`config.mk`:
```
export PLATFORM = sky130hd
export DESIGN_NAME = tile_matrix_scanner
export DESIGN_NICKNAME = d
export VERILOG_FILES = /design/src/rtl/tile_matrix_scanner.sv
export SDC_FILE = /design/constraint.sdc
export NUM_CORES = 1
export LEC_CHECK = 0
export BUFFER_PORTS_ARGS = -buffer_cell sky130_fd_sc_hd__buf_2
export CAP_MARGIN = 0
export CORE_ASPECT_RATIO = 2
export CORE_MARGIN = 2
export CORE_UTILIZATION = 45
export DETAILED_ROUTE_END_ITERATION = 12
export PLACE_DENSITY = 0.72
export SKIP_LAST_GASP = 1
export SLEW_MARGIN = 20
export SYNTH_ARGS = -nofsm -noshare
export SYNTH_HDL_FRONTEND = slang
export SYNTH_SLANG_ARGS = --single-unit
```
`constraint.sdc`:
```
create_clock -name clk_i -period 3 [get_ports clk_i]
set_input_delay 0.3 -clock clk_i [delete_from_list [all_inputs] [get_ports clk_i]]
set_output_delay 0.3 -clock clk_i [all_outputs]
set_load 0.01 [all_outputs]
```
`src/rtl/tile_matrix_scanner.sv`:
```
// Time-multiplexed p/g LED tile matrix scanner: anti-ghost blanking, per-tile blink,
// global PWM brightness and a shadow/active double-buffered frame.

module tsm_col_lane (
  input  logic clk_i,
  input  logic rst_ni,
  input  logic drive_i,
  input  logic pwm_on_i,
  input  logic blink_phase_i,
  input  logic p_i,
  input  logic g_i,
  input  logic blink_i,
  output logic col_p_o,
  output logic col_g_o
);
  logic lit;
  logic col_p_q, col_g_q;

  assign lit = drive_i & pwm_on_i & ~(blink_i & blink_phase_i);

  always_ff @(posedge clk_i or negedge rst_ni) begin
    if (!rst_ni) begin
      col_p_q <= 1'b0;
      col_g_q <= 1'b0;
    end else begin
      col_p_q <= p_i & lit;
      col_g_q <= g_i & lit;
    end
  end

  assign col_p_o = col_p_q;
  assign col_g_o = col_g_q;
endmodule

module tile_matrix_scanner #(
  parameter int ROWS           = 4,
  parameter int COLS           = 7,
  parameter int DWELL_CYCLES   = 50000,
  parameter int BLANK_CYCLES   = 500,
  parameter int PWM_BITS       = 4,
  parameter int BLINK_DIV_BITS = 24
) (
  input  logic                 clk_i,
  input  logic                 rst_ni,
  input  logic                 enable_i,
  input  logic                 load_i,
  input  logic [ROWS*COLS-1:0] tiles_p_i,
  input  logic [ROWS*COLS-1:0] tiles_g_i,
  input  logic [ROWS*COLS-1:0] blink_mask_i,
  input  logic [PWM_BITS-1:0]  brightness_i,
  output logic [ROWS-1:0]      row_sel_o,
  output logic [COLS-1:0]      col_p_o,
  output logic [COLS-1:0]      col_g_o,
  output logic                 frame_done_o,
  output logic                 busy_o
);
  localparam int CNT_MAX = (DWELL_CYCLES > BLANK_CYCLES) ? DWELL_CYCLES : BLANK_CYCLES;
  localparam int CW      = (CNT_MAX > 1) ? $clog2(CNT_MAX) : 1;
  localparam int RW      = (ROWS > 1) ? $clog2(ROWS) : 1;

  localparam logic [CW-1:0] BLANK_LAST = CW'(BLANK_CYCLES - 1);
  localparam logic [CW-1:0] DWELL_LAST = CW'(DWELL_CYCLES - 1);
  localparam logic [RW-1:0] ROW_LAST   = RW'(ROWS - 1);

  // Bit r*COLS+c of the flat bitmaps lands on [r][c].
  typedef logic [ROWS-1:0][COLS-1:0] tile_map_t;
  typedef struct packed {
    tile_map_t p;
    tile_map_t g;
    tile_map_t blink;
  } frame_t;

  typedef enum logic [1:0] {IDLE, BLANK, DRIVE} state_e;

  state_e              state_q, state_d;
  logic [RW-1:0]       row_q, row_d;
  logic [CW-1:0]       cnt_q, cnt_d;
  frame_t              shadow_q, active_q;
  logic [PWM_BITS-1:0] pwm_cnt_q;
  logic [BLINK_DIV_BITS-1:0] blink_div_q;
  logic                blink_phase_q;
  logic [ROWS-1:0]     row_sel_q;
  logic                frame_done_q, busy_q;
  logic                xfer, frame_end, drive, pwm_on;

  always_comb begin
    state_d   = state_q;
    row_d     = row_q;
    cnt_d     = cnt_q;
    xfer      = 1'b0;
    frame_end = 1'b0;
    case (state_q)
      IDLE: begin
        if (enable_i) begin
          state_d = BLANK;
          row_d   = '0;
          cnt_d   = '0;
          xfer    = 1'b1;
        end
      end
      BLANK: begin
        if (cnt_q == BLANK_LAST) begin
          state_d = DRIVE;
          cnt_d   = '0;
        end else begin
          cnt_d = cnt_q + CW'(1);
        end
      end
      DRIVE: begin
        if (cnt_q == DWELL_LAST) begin
          state_d = BLANK;
          cnt_d   = '0;
          if (row_q == ROW_LAST) begin
            row_d     = '0;
            frame_end = 1'b1;
            xfer      = 1'b1;
          end else begin
            row_d = row_q + RW'(1);
          end
        end else begin
          cnt_d = cnt_q + CW'(1);
        end
      end
      default: state_d = IDLE;
    endcase
    // Dropping enable wins everywhere and discards the partial frame.
    if (!enable_i) begin
      state_d   = IDLE;
      row_d     = '0;
      cnt_d     = '0;
      xfer      = 1'b0;
      frame_end = 1'b0;
    end
  end

  assign drive  = enable_i & (state_q == DRIVE);
  assign pwm_on = (&brightness_i) | (pwm_cnt_q < brightness_i);

  always_ff @(posedge clk_i or negedge rst_ni) begin
    if (!rst_ni) begin
      state_q       <= IDLE;
      row_q         <= '0;
      cnt_q         <= '0;
      shadow_q      <= '0;
      active_q      <= '0;
      pwm_cnt_q     <= '0;
      blink_div_q   <= '0;
      blink_phase_q <= 1'b0;
      row_sel_q     <= '0;
      frame_done_q  <= 1'b0;
      busy_q        <= 1'b0;
    end else begin
      state_q <= state_d;
      row_q   <= row_d;
      cnt_q   <= cnt_d;
      // Non-blocking: a load coinciding with the transfer lands one frame later.
      if (xfer)   active_q <= shadow_q;
      if (load_i) shadow_q <= '{p: tile_map_t'(tiles_p_i), g: tile_map_t'(tiles_g_i),
                                blink: tile_map_t'(blink_mask_i)};
      if (state_q == DRIVE) pwm_cnt_q <= pwm_cnt_q + PWM_BITS'(1);
      blink_div_q <= blink_div_q + BLINK_DIV_BITS'(1);
      if (&blink_div_q) blink_phase_q <= ~blink_phase_q;
      row_sel_q    <= drive ? (ROWS'(1) << row_q) : '0;
      frame_done_q <= frame_end;
      busy_q       <= enable_i & (state_q != IDLE);
    end
  end

  for (genvar c = 0; c < COLS; c++) begin : g_lane
    tsm_col_lane u_lane (
      .clk_i         (clk_i),
      .rst_ni        (rst_ni),
      .drive_i       (drive),
      .pwm_on_i      (pwm_on),
      .blink_phase_i (blink_phase_q),
      .p_i           (active_q.p[row_q][c]),
      .g_i           (active_q.g[row_q][c]),
      .blink_i       (active_q.blink[row_q][c]),
      .col_p_o       (col_p_o[c]),
      .col_g_o       (col_g_o[c])
    );
  end

  assign row_sel_o    = row_sel_q;
  assign frame_done_o = frame_done_q;
  assign busy_o       = busy_q;
endmodule

```
# Yosys cells after proc, flatten, opt, wreduce, memory -nomap -nowiden
# Index checks and enable logic that the tools add are counted.
# totals
inputBits	92
elab_cells	134
register_bits	237
# classes
n_reduce_logical	6
muxes	25
bitwise	40
n_shift	1
eq_ne	9
add_sub_neg	4
n_lt_le_gt_ge	2
# op_table
operator	n
$mux W16	3
$pmux W16 S3	1
$bmux W7 S2	3
$and A1 B1 Y1	31
$add A24 B1 Y24 const B	1
$reduce_and A24 Y1	1
$mux W7	3
$add A16 B1 Y16 const B	1
$eq A16 B16 Y1 const B	1
$eq A16 B9 Y1 const B	1
$mux W2	6
$not A1 Y1	8
$ne A3 B3 Y1 const B	2
$pmux W2 S3	1
$mux W1	5
$add A4 B1 Y4 const B	1
$eq A2 B2 Y1 const B	2
$lt A4 B4 Y1	1
$mux W4	1
$ne A4 B1 Y1 const B	1
$pmux W2 S2	1
$reduce_and A2 Y1	2
$reduce_and A4 Y1	1
$shl A1 B2 Y4 const A	1
8 further kinds	8

# Logic depth before layout (Yosys ltp)
# Gate-level depths: netlist of run 1.
# depth
depth_word	6
ltp_mapped	8
mapped_depth_nobuf	7

# Cells and area by module
# Synthesis of run 1 repeated with hierarchy kept, for this count alone.
# unflattened
hier_cells	697
area_unflattened_um2	10324.9
# modules_own_cells
module	area_per_inst_um2	n_inst	cells_per_inst
tile_matrix_scanner	9825.7	1	662
tsm_col_lane	71.3	7	5

# Least setup slack after synthesis of run 1
# No wires, ideal clock.
# synth_timing
kind	register -> register
from	register cnt_q[0]
to	register cnt_q[11]
n_path_buf	2
t_required_ns	2.917
path_stages_with_launch	9
setup_slack_ns	0.855
period_less_slack_ns	2.145
arrival_ns	2.062
setup_ns	0.083
path_cell_list	dfrtp_1 -> ha_1 -> and4_1 -> and4_2 -> clkbuf_1 -> o22a_2 -> buf_6 -> or3_2 -> o21ai_0
# synth_between
elab_chain_cells	4
word_cells_on_any_way	7
# synth_rtl
item	line_no	rtl
from (decl)	77	logic [CW-1:0] cnt_q, cnt_d;
from (signal assigned)	155	cnt_q <= cnt_d;
$add A16 B1 Y16, or another cell as far along	106, 121	
$mux W16, on equally long branches	110, 102	
$pmux W16 S3 *	92	case (state_q)
$mux W16 *	127	if (!enable_i) begin
# Mark *: on every way between the ends. The rest lies on a longest branch, timed or not.
# A chain may end at the register's enable or synchronous reset.

# Worst setup path after layout of run 1
# layout_timing
from	register cnt_q[0]
to	register active_q[3] in the netlist's numbering
# layout_between
elab_chain_cells	4
# layout_rtl
item	line_no	rtl
$eq A16 B16 Y1	110	if (cnt_q == DWELL_LAST) begin
$mux W1	110	
$pmux W1 S2	92	
$mux W1	127	
to (signal assigned)	157	if (xfer) active_q <= shadow_q;
to (decl)	78	frame_t shadow_q, active_q;
# No other way between the ends.

==> results of run 1 <==
-- per-layer routing --
metal	GRT usage, %	vias to the layer above	wire length (microns)	share of wire (%)
met5	0	-	0	0
met4	6.96	0	572	2.8
met3	1.93	36	623	3.1
met2	33.0	116	11300	56
met1	21.4	3096	7800	38
li1	-	2788	-	-
-- sequential cells by signal, summed over array words and instances (netlist names) --
signal and cells:
pwm_cnt_q 4, cnt_q 16, g_lane.u_lane.col_p_o 7, state_q 2, row_q 2, blink_phase_q 1, busy_o 1, frame_done_o 1
active_q 84, row_sel_o 4, blink_div_q 24, shadow_q 84, g_lane.u_lane.col_g_o 7
-- per-stage QoR --
stage	setup slack [ns]	hold slack [ns]	cell area [sq um]	utilization [%]	instances
global route	0.407	0.00554	12000	54.4	1135
detailed placement	0.605	0.368	10900	49.6	1072
finish	0.616	0.0180	12000	54.4	1135
global placement	0.644	0.350	10900	49.6	1072
CTS	0.599	0.000345	12000	54.4	1135
floorplan	0.855	0.00441	10100	-	716
-- cell families (layout without fill, tap and decap cells) --
group | Yosys count | count (layout) | share of synthesized area, %
AO/OA/AOI/OAI | 49 | 49 | 3.34
XOR/XNOR | 29 | 29 | 2.51
adder cells (fa/ha/maj) | 14 | 14 | 1.73
buffers and inverters | 69 | 212 | 3.36
flip-flops | 237 | 237 | 58.6
multiplexers | 192 | 192 | 23.7
AND/OR/NAND/NOR | 126 | 126 | 6.73
-- how the worst min path moves through the flow --
stage	start	to	slack, ns	depth (start not counted)
2_1_floorplan	rst_ni	active_q[0]	0.004	0
3_3_place_gp	rst_ni	shadow_q[61]	0.35	1
3_5_place_dp	rst_ni	shadow_q[77]	0.37	1
4_1_cts	tiles_g_i[1]	shadow_q[29]	0.0003	2
5_1_grt	tiles_g_i[15]	shadow_q[43]	0.006	2
6_report	tiles_g_i[24]	shadow_q[52]	0.02	2
-- Yosys cell counts (all sizes together) (2+ instances only) --
cell,number
a21o,3
nand2,28
xnor2,17
o211ai,7
and3,7
ha,14
dfrtp,237
a21oi,11
nor2b,12
nor2,18
nand3,20
mux2,170
and4,6
buf,29
o22ai,2
clkbuf,16
nor4,6
o21ai,12
nor3,7
nand4,9
inv,24
or3,3
or4,2
mux4,21
a22o,3
nor3b,2
xor2,12
a31oi,6
-- power by group through the flow --
stage          logic [W]  registers [W]  clock network, W
5_1_grt          0.00215        0.00447           0.00328
3_5_place_dp     0.00195        0.00443                 0
4_1_cts          0.00198        0.00438           0.00316
2_1_floorplan    0.00152        0.00426                 0
6_report         0.00195        0.00436           0.00309
3_3_place_gp     0.00188        0.00439                 0
-- placed cells by master (no fill, tap or decap), types with 2 or more instances in the layout --
cell type        n
nand4_1          9
buf_4           11
a21o_1           2
a21oi_1         11
clkbuf_1         3
xnor2_1         17
and4_1           5
dfrtp_1        236
mux4_2          21
nor3b_1          2
clkbuf_8         3
nand3_1         20
xor2_1          12
mux2_2         170
nor3_1           7
inv_1           24
and3_1           7
nand2_1         28
buf_2          109
buf_12           4
clkinvlp_4       2
a22o_1           3
dlygate4sd3_1   24
ha_1            14
o21ai_0         11
a31oi_1          6
clkinv_2         3
nor2_1          18
bufinv_16        5
nor4_1           6
or3_2            3
clkbuf_16       23
o211ai_1         7
nor2b_1         12
-- layout make-up --
cell class / count / share of cell area (%)
clock buffers: 29 / 5.24
repair buffers: 149 / 8.03
inverters: 24 / 0.751
well taps: 276 / 2.88
clock inverters: 10 / 1.50
flip-flops and latches: 237 / 49.5
multi-input cells: 410 / 32.1
-- repair_timing --
action                                 in CTS  in global routing
resized for setup                           0                  0
endpoints found under the hold margin     110                  0
hold buffers                               24                  0
==> impl_metrics.csv, run 1 <==
group,metric,value,unit
outcome,status,"completed",
die,dieArea,23800,sq um
critical_path,cp.arrival,2.79,ns
finish,nFillCells,1864,
sta,worst_pin_slew,0.710,ns
power_and_ir_drop,power.density,785,nW/um^2
yosys,synth_seq_area_share,58.6,%
clock_tree,cts_made_buffers,22,
clock_tree,clock_path_buffers,3,
critical_path,r2r-start,"cnt_q[0]",
power_and_ir_drop,leakage,5.32,nW
critical_path,r2r_end,"active_q[3]",
global_route,antenna_found_initial,0,
routing,drc,0,
critical_path,path_depth,7,
clock_tree,root_buffer,"clkbuf_16",
global_route,grt_first_pass_wirelength,33500,microns
critical_path,cp.required,3.40,ns
yosys,yosysTopAreaCell,"dfrtp_1",
place,portBuffers,111,
power_and_ir_drop,sequentialPowerShare,46.4,%
critical_path,path_cells,"ha_1 -> and4_1 -> nand4_1 -> nor2_1 -> a21o_4 -> buf_12 -> mux2_2",
routing,drtAntennaViolNets,0,
finish,drive_gt1_share,42.4,%
power_and_ir_drop,power_switching,0.00238,W
place,gp_congestion,0.838,
critical_path,critPathMaxFanout,37,
yosys,synth_area_leaders,"dfrtp_1 59%, mux2_2 19%, mux4_2 4.7%, ha_1 1.7%, xnor2_1 1.5%",
routing,num_vias,6036,
power_and_ir_drop,cell_internal_pwr,0.00702,W
worst_hold_path,hold_path.class,"input port to flip-flop",
power_and_ir_drop,p_sw_share,25.3,%
critical_path,crit_slowest_cell,"dfrtp_1",
sta,setup_viol,0,
critical_path,setup.worst_path.start_class,"flip-flop",
clock_tree,clk_latency,0.52,ns
routing,drt-total-wl,20300,microns
die,initial_core_util,45.9,%
routing,drtIter0Drc,339,
critical_path,crit_type,"flip-flop to flip-flop",
die,fp-row-count,77,
global_route,first_global_vias,6537,
die,die_y,216,microns
flow_run,max-cap-violations,0,
die,coreArea,22100,sq um
clock_tree,cts_max_level,1,
yosys,synth-main-ff-cell,"dfrtp_1",
critical_path,startpoint,"cnt_q[0]",
sta,period_share,79.5,%
clock_tree,cts.clk_slew.worst_paths,0.06,ns
global_route,grt_max_degree,93,
sta,min_period,2.38,ns
finish,antenna_cells,0,
power_and_ir_drop,combPwrFrac,20.8,%
yosys,synth_enable_flop_cells,0,
yosys,synth.distinct_cells,49,
routing,drt_pre_antenna_iters,4,
finish,final_nets,950,
yosys,syn_inst,716,
power_and_ir_drop,p_total,0.00941,W
global_route,grt_usage,18.2,%
finish,regArea,5930,sq um
die,fp.dieW,110,microns
power_and_ir_drop,power_frac_clock,32.9,%
critical_path,r2r_slack,0.62,ns
yosys,syn-mean-instance-area,14.1,sq um
routing,routed_via_density,5.32,
critical_path,cp.buffers_inverters,1,
sta,max_freq,0.420,GHz
sta,rsz0062_at_grt,"false",
yosys,yosysWarnings,0,
place,place_hpwl,14000,microns
global_route,overflow,0,
clock_tree,cts_tree,"yes",
critical_path,end_kind,"flip-flop",
sta,tns,0,ns
clock_tree,cts.sinks,237,
finish,multiInputGateArea,3850,sq um
finish,syn2layout_area_growth,18.5,%
clock_tree,cts_setup_buffers,0,
critical_path,worstSetupEndpoint,"active_q[3]",
sta,slew_headroom,52.7,%
critical_path,r2r_cells,7,
yosys,netlist_area,10100,sq um
yosys,async_flop_share,100,%
routing,wl_per_cell,17.9,microns
die,pin_count,112,
sta,hold_viol,0,
yosys,ys_ff_latch,237,
sta,drv_slew,0,
critical_path,cp_top_family,"simple AND/OR/NAND/NOR gates",
critical_path,max_stage_delay,0.42,ns
yosys,synth_fp_nets,822,
yosys,netlist.area_leader.share,58.6,%
power_and_ir_drop,ir_drop,0.628,mV
sta,clock_skew,0.0119,ns
No activity file was read; power rests on OpenSTA's default activity.
==> inputs of run 2 (changes only) <==
ABC_AREA = 1   (was unset)
clock period = 2.41 ns   (was 3 ns; I/O delays follow)
==> impl_metrics.csv, run 2 <==
group,metric,value,unit
outcome,status,"completed",
routing,wl_per_cell,15.3,microns
yosys,async_flop_share,100,%
global_route,first_global_vias,8685,
die,fp-row-count,79,
yosys,yosys-top-cells-count,"237 x dfrtp_1, 214 x nand2_1, 182 x nor2_1, 130 x inv_1, 121 x o21ai_0",
clock_tree,cts_made_buffers,23,
sta,setup_viol,0,
global_route,grt_first_pass_wirelength,42700,microns
clock_tree,clk_latency,0.52,ns
yosys,yosysWarnings,0,
yosys,ys_ff_latch,237,
sta,tns,0,ns
clock_tree,cts_setup_buffers,0,
die,pin_count,112,
yosys,synth_seq_area_share,56.1,%
global_route,grt_usage,21.3,%
routing,drt_pre_antenna_iters,5,
sta,min_period,2.13,ns
routing,drtAntennaViolNets,0,
critical_path,max_stage_delay,0.62,ns
sta,rsz0062_at_grt,"false",
finish,top_regs,"active_q x84, shadow_q x84, blink_div_q x24",
power_and_ir_drop,power.density,935,nW/um^2
clock_tree,cts.clk_slew.worst_paths,0.07,ns
power_and_ir_drop,power_switching,0.00392,W
yosys,netlist.area_leader.share,56.1,%
yosys,netlist_area,10600,sq um
flow_run,max-cap-violations,0,
clock_tree,root_buffer,"clkbuf_16",
finish,syn2layout_area_growth,23.0,%
finish,final_common_cell,"dfrtp_1",
sta,period_share,88.4,%
clock_tree,cts.sinks,237,
critical_path,setup.worst_path.start_class,"flip-flop",
critical_path,cp.arrival,2.57,ns
yosys,synth_enable_flop_cells,0,
place,place_hpwl,18000,microns
place,gp_congestion,0.849,
global_route,antenna_found_initial,0,
power_and_ir_drop,combPwrFrac,25.3,%
power_and_ir_drop,ir_drop,0.758,mV
clock_tree,cts_resized,0,
power_and_ir_drop,leakage,6.22,nW
worst_hold_path,hold_path.class,"input port to flip-flop",
sta,slew_headroom,35.7,%
routing,drt-total-wl,25700,microns
routing,num_vias,8366,
yosys,synth_area_leaders,"dfrtp_1 56%, nand2_1 7.6%, nor2_1 6.5%, o21ai_0 5.7%, inv_1 4.6%",
die,fp.dieW,112,microns
place,portBuffers,111,
yosys,syn-mean-instance-area,8.77,sq um
clock_tree,clock_path_buffers,3,
yosys,syn_inst,1206,
critical_path,end_kind,"flip-flop",
yosys,synth_fp_nets,1312,
routing,drc,0,
die,die_y,221,microns
critical_path,cp_common_cell,"nor2_1",
yosys,yosysMostFrequentCell,"dfrtp_1",
global_route,overflow,0,
routing,routed_via_density,4.99,
critical_path,crit_type,"flip-flop to flip-flop",
global_route,grt_max_degree,73,
clock_tree,cts_tree,"yes",
yosys,yosysTopAreaCell,"dfrtp_1",
clock_tree,cts_max_level,1,
power_and_ir_drop,sequentialPowerShare,44.6,%
critical_path,crit_slowest_cell,"dfrtp_1",
finish,drive_gt1_share,15.3,%
critical_path,cp.required,2.85,ns
yosys,synth-main-ff-cell,"dfrtp_1",
clock_tree,cts_hold_buf,83,
critical_path,critPathMaxFanout,34,
sta,hold_viol,0,
power_and_ir_drop,p_sw_share,32.3,%
power_and_ir_drop,cell_internal_pwr,0.00824,W
die,initial_core_util,45.5,%
power_and_ir_drop,power_frac_clock,30.1,%
sta,drv_slew,0,
finish,antenna_cells,0,
sta,clock_skew,0.0115,ns
finish,final_util,56.0,%
critical_path,path_cells,"ha_1 -> inv_1 -> nor2_1 -> nand3_1 -> nand2_8 -> buf_4 -> nor2_1 -> a21oi_1",
die,dieArea,24800,sq um
yosys,synth.distinct_cells,27,
finish,most-common-layout-cells,"236 x dfrtp_1, 214 x nand2_1, 182 x nor2_1",
routing,drtIter0Drc,602,
finish,final_nets,1486,
sta,worst_pin_slew,0.955,ns
sta,max_freq,0.469,GHz
die,coreArea,23200,sq um
## run 2: cell types whose count changed after synthesis, moves of 8 or more
cell      delta
nand2_1    +186
mux2_2     -170
nor2_1     +164
o21ai_0    +110
inv_1      +106
a21oi_1     +66
a21oi_2     +36
nand3_1     +34
mux4_2      -21
clkbuf_1    +14
nor2b_1     -12
buf_6        +8
## run 2: final cells by class
class	count	area, sq um
clock buffers	31	656
clock inverters	9	106
fillers	2029	10200
inverters	133	499
multi-input cells	768	3750
flip-flops and latches	237	5930
well taps	283	354
repair buffers	217	1710
## run 2: per-layer routing
metal,vias to the layer above,GRT usage [%],routed length (microns)
met5,-,0,0
met2,178,38.9,13800
li1,4154,-,-
met1,3959,23.7,9770
met4,0,11.6,1440
met3,75,2.52,745
## run 2: per-stage QoR
| stage | power [W] | setup WS [ns] | cell area [sq um] | hold slack, ns | std cells |
|---|---|---|---|---|---|
| after floorplan | 0.00756 | 0.754 | 10600 | -0.0546 | 1206 |
| after global placement | 0.00834 | 0.397 | 11400 | 0.251 | 1555 |
| after detailed placement | 0.00847 | 0.293 | 11400 | 0.253 | 1555 |
| after CTS | 0.0123 | 0.265 | 13000 | 0.0266 | 1678 |
| after global routing | 0.0129 | 0.142 | 13000 | 0.0166 | 1678 |
| final | 0.0122 | 0.279 | 13000 | 0.0170 | 1678 |
## run 2: cell families (layout without fill, tap and decap cells)
logic type                 after synthesis  in the layout  share of synthesized area, %
xor gates and xnor gates                29             29                          2.40
buffers and inverters                  201            390                          8.59
AOI/OAI and AO/OA                      239            239                          12.7
adders and majority gates               14             14                          1.66
and+or+nand+nor                        486            486                          18.6
DFF                                    237            237                          56.1
## run 2: worst max-delay path: cells and delay by family (launching register included)
family	cells	cell delay (ns)
compound gates	1	0.13
fa+ha+maj	1	0.23
buf+inv	2	0.30
flops	1	0.62
simple gates	4	0.74
## run 2: worst paths after layout
check	start	to	slack [ns]	cells past startpoint
worst max-delay path	row_q[1]	active_q[55]	0.28	8
worst min-delay path	blink_mask_i[25]	shadow_q[25]	0.02	3
worst max register to register	row_q[1]	active_q[55]	0.28	8
worst min register to register	pwm_cnt_q[3]	pwm_cnt_q[3]	0.49	1
max in group asynchronous	rst_ni	cnt_q[7]	1.39	3
min in group asynchronous	rst_ni	pwm_cnt_q[0]	0.27	2
## run 2: power by group through the flow
| stage | Clock (W) | Combinational [W] | Sequential [W] |
|---|---|---|---|
| after floorplan | 0 | 0.00223 | 0.00532 |
| after global placement | 0 | 0.00288 | 0.00546 |
| after detailed placement | 0 | 0.00298 | 0.00549 |
| after CTS | 0.00372 | 0.00310 | 0.00543 |
| after global routing | 0.00388 | 0.00351 | 0.00553 |
| final | 0.00366 | 0.00308 | 0.00543 |
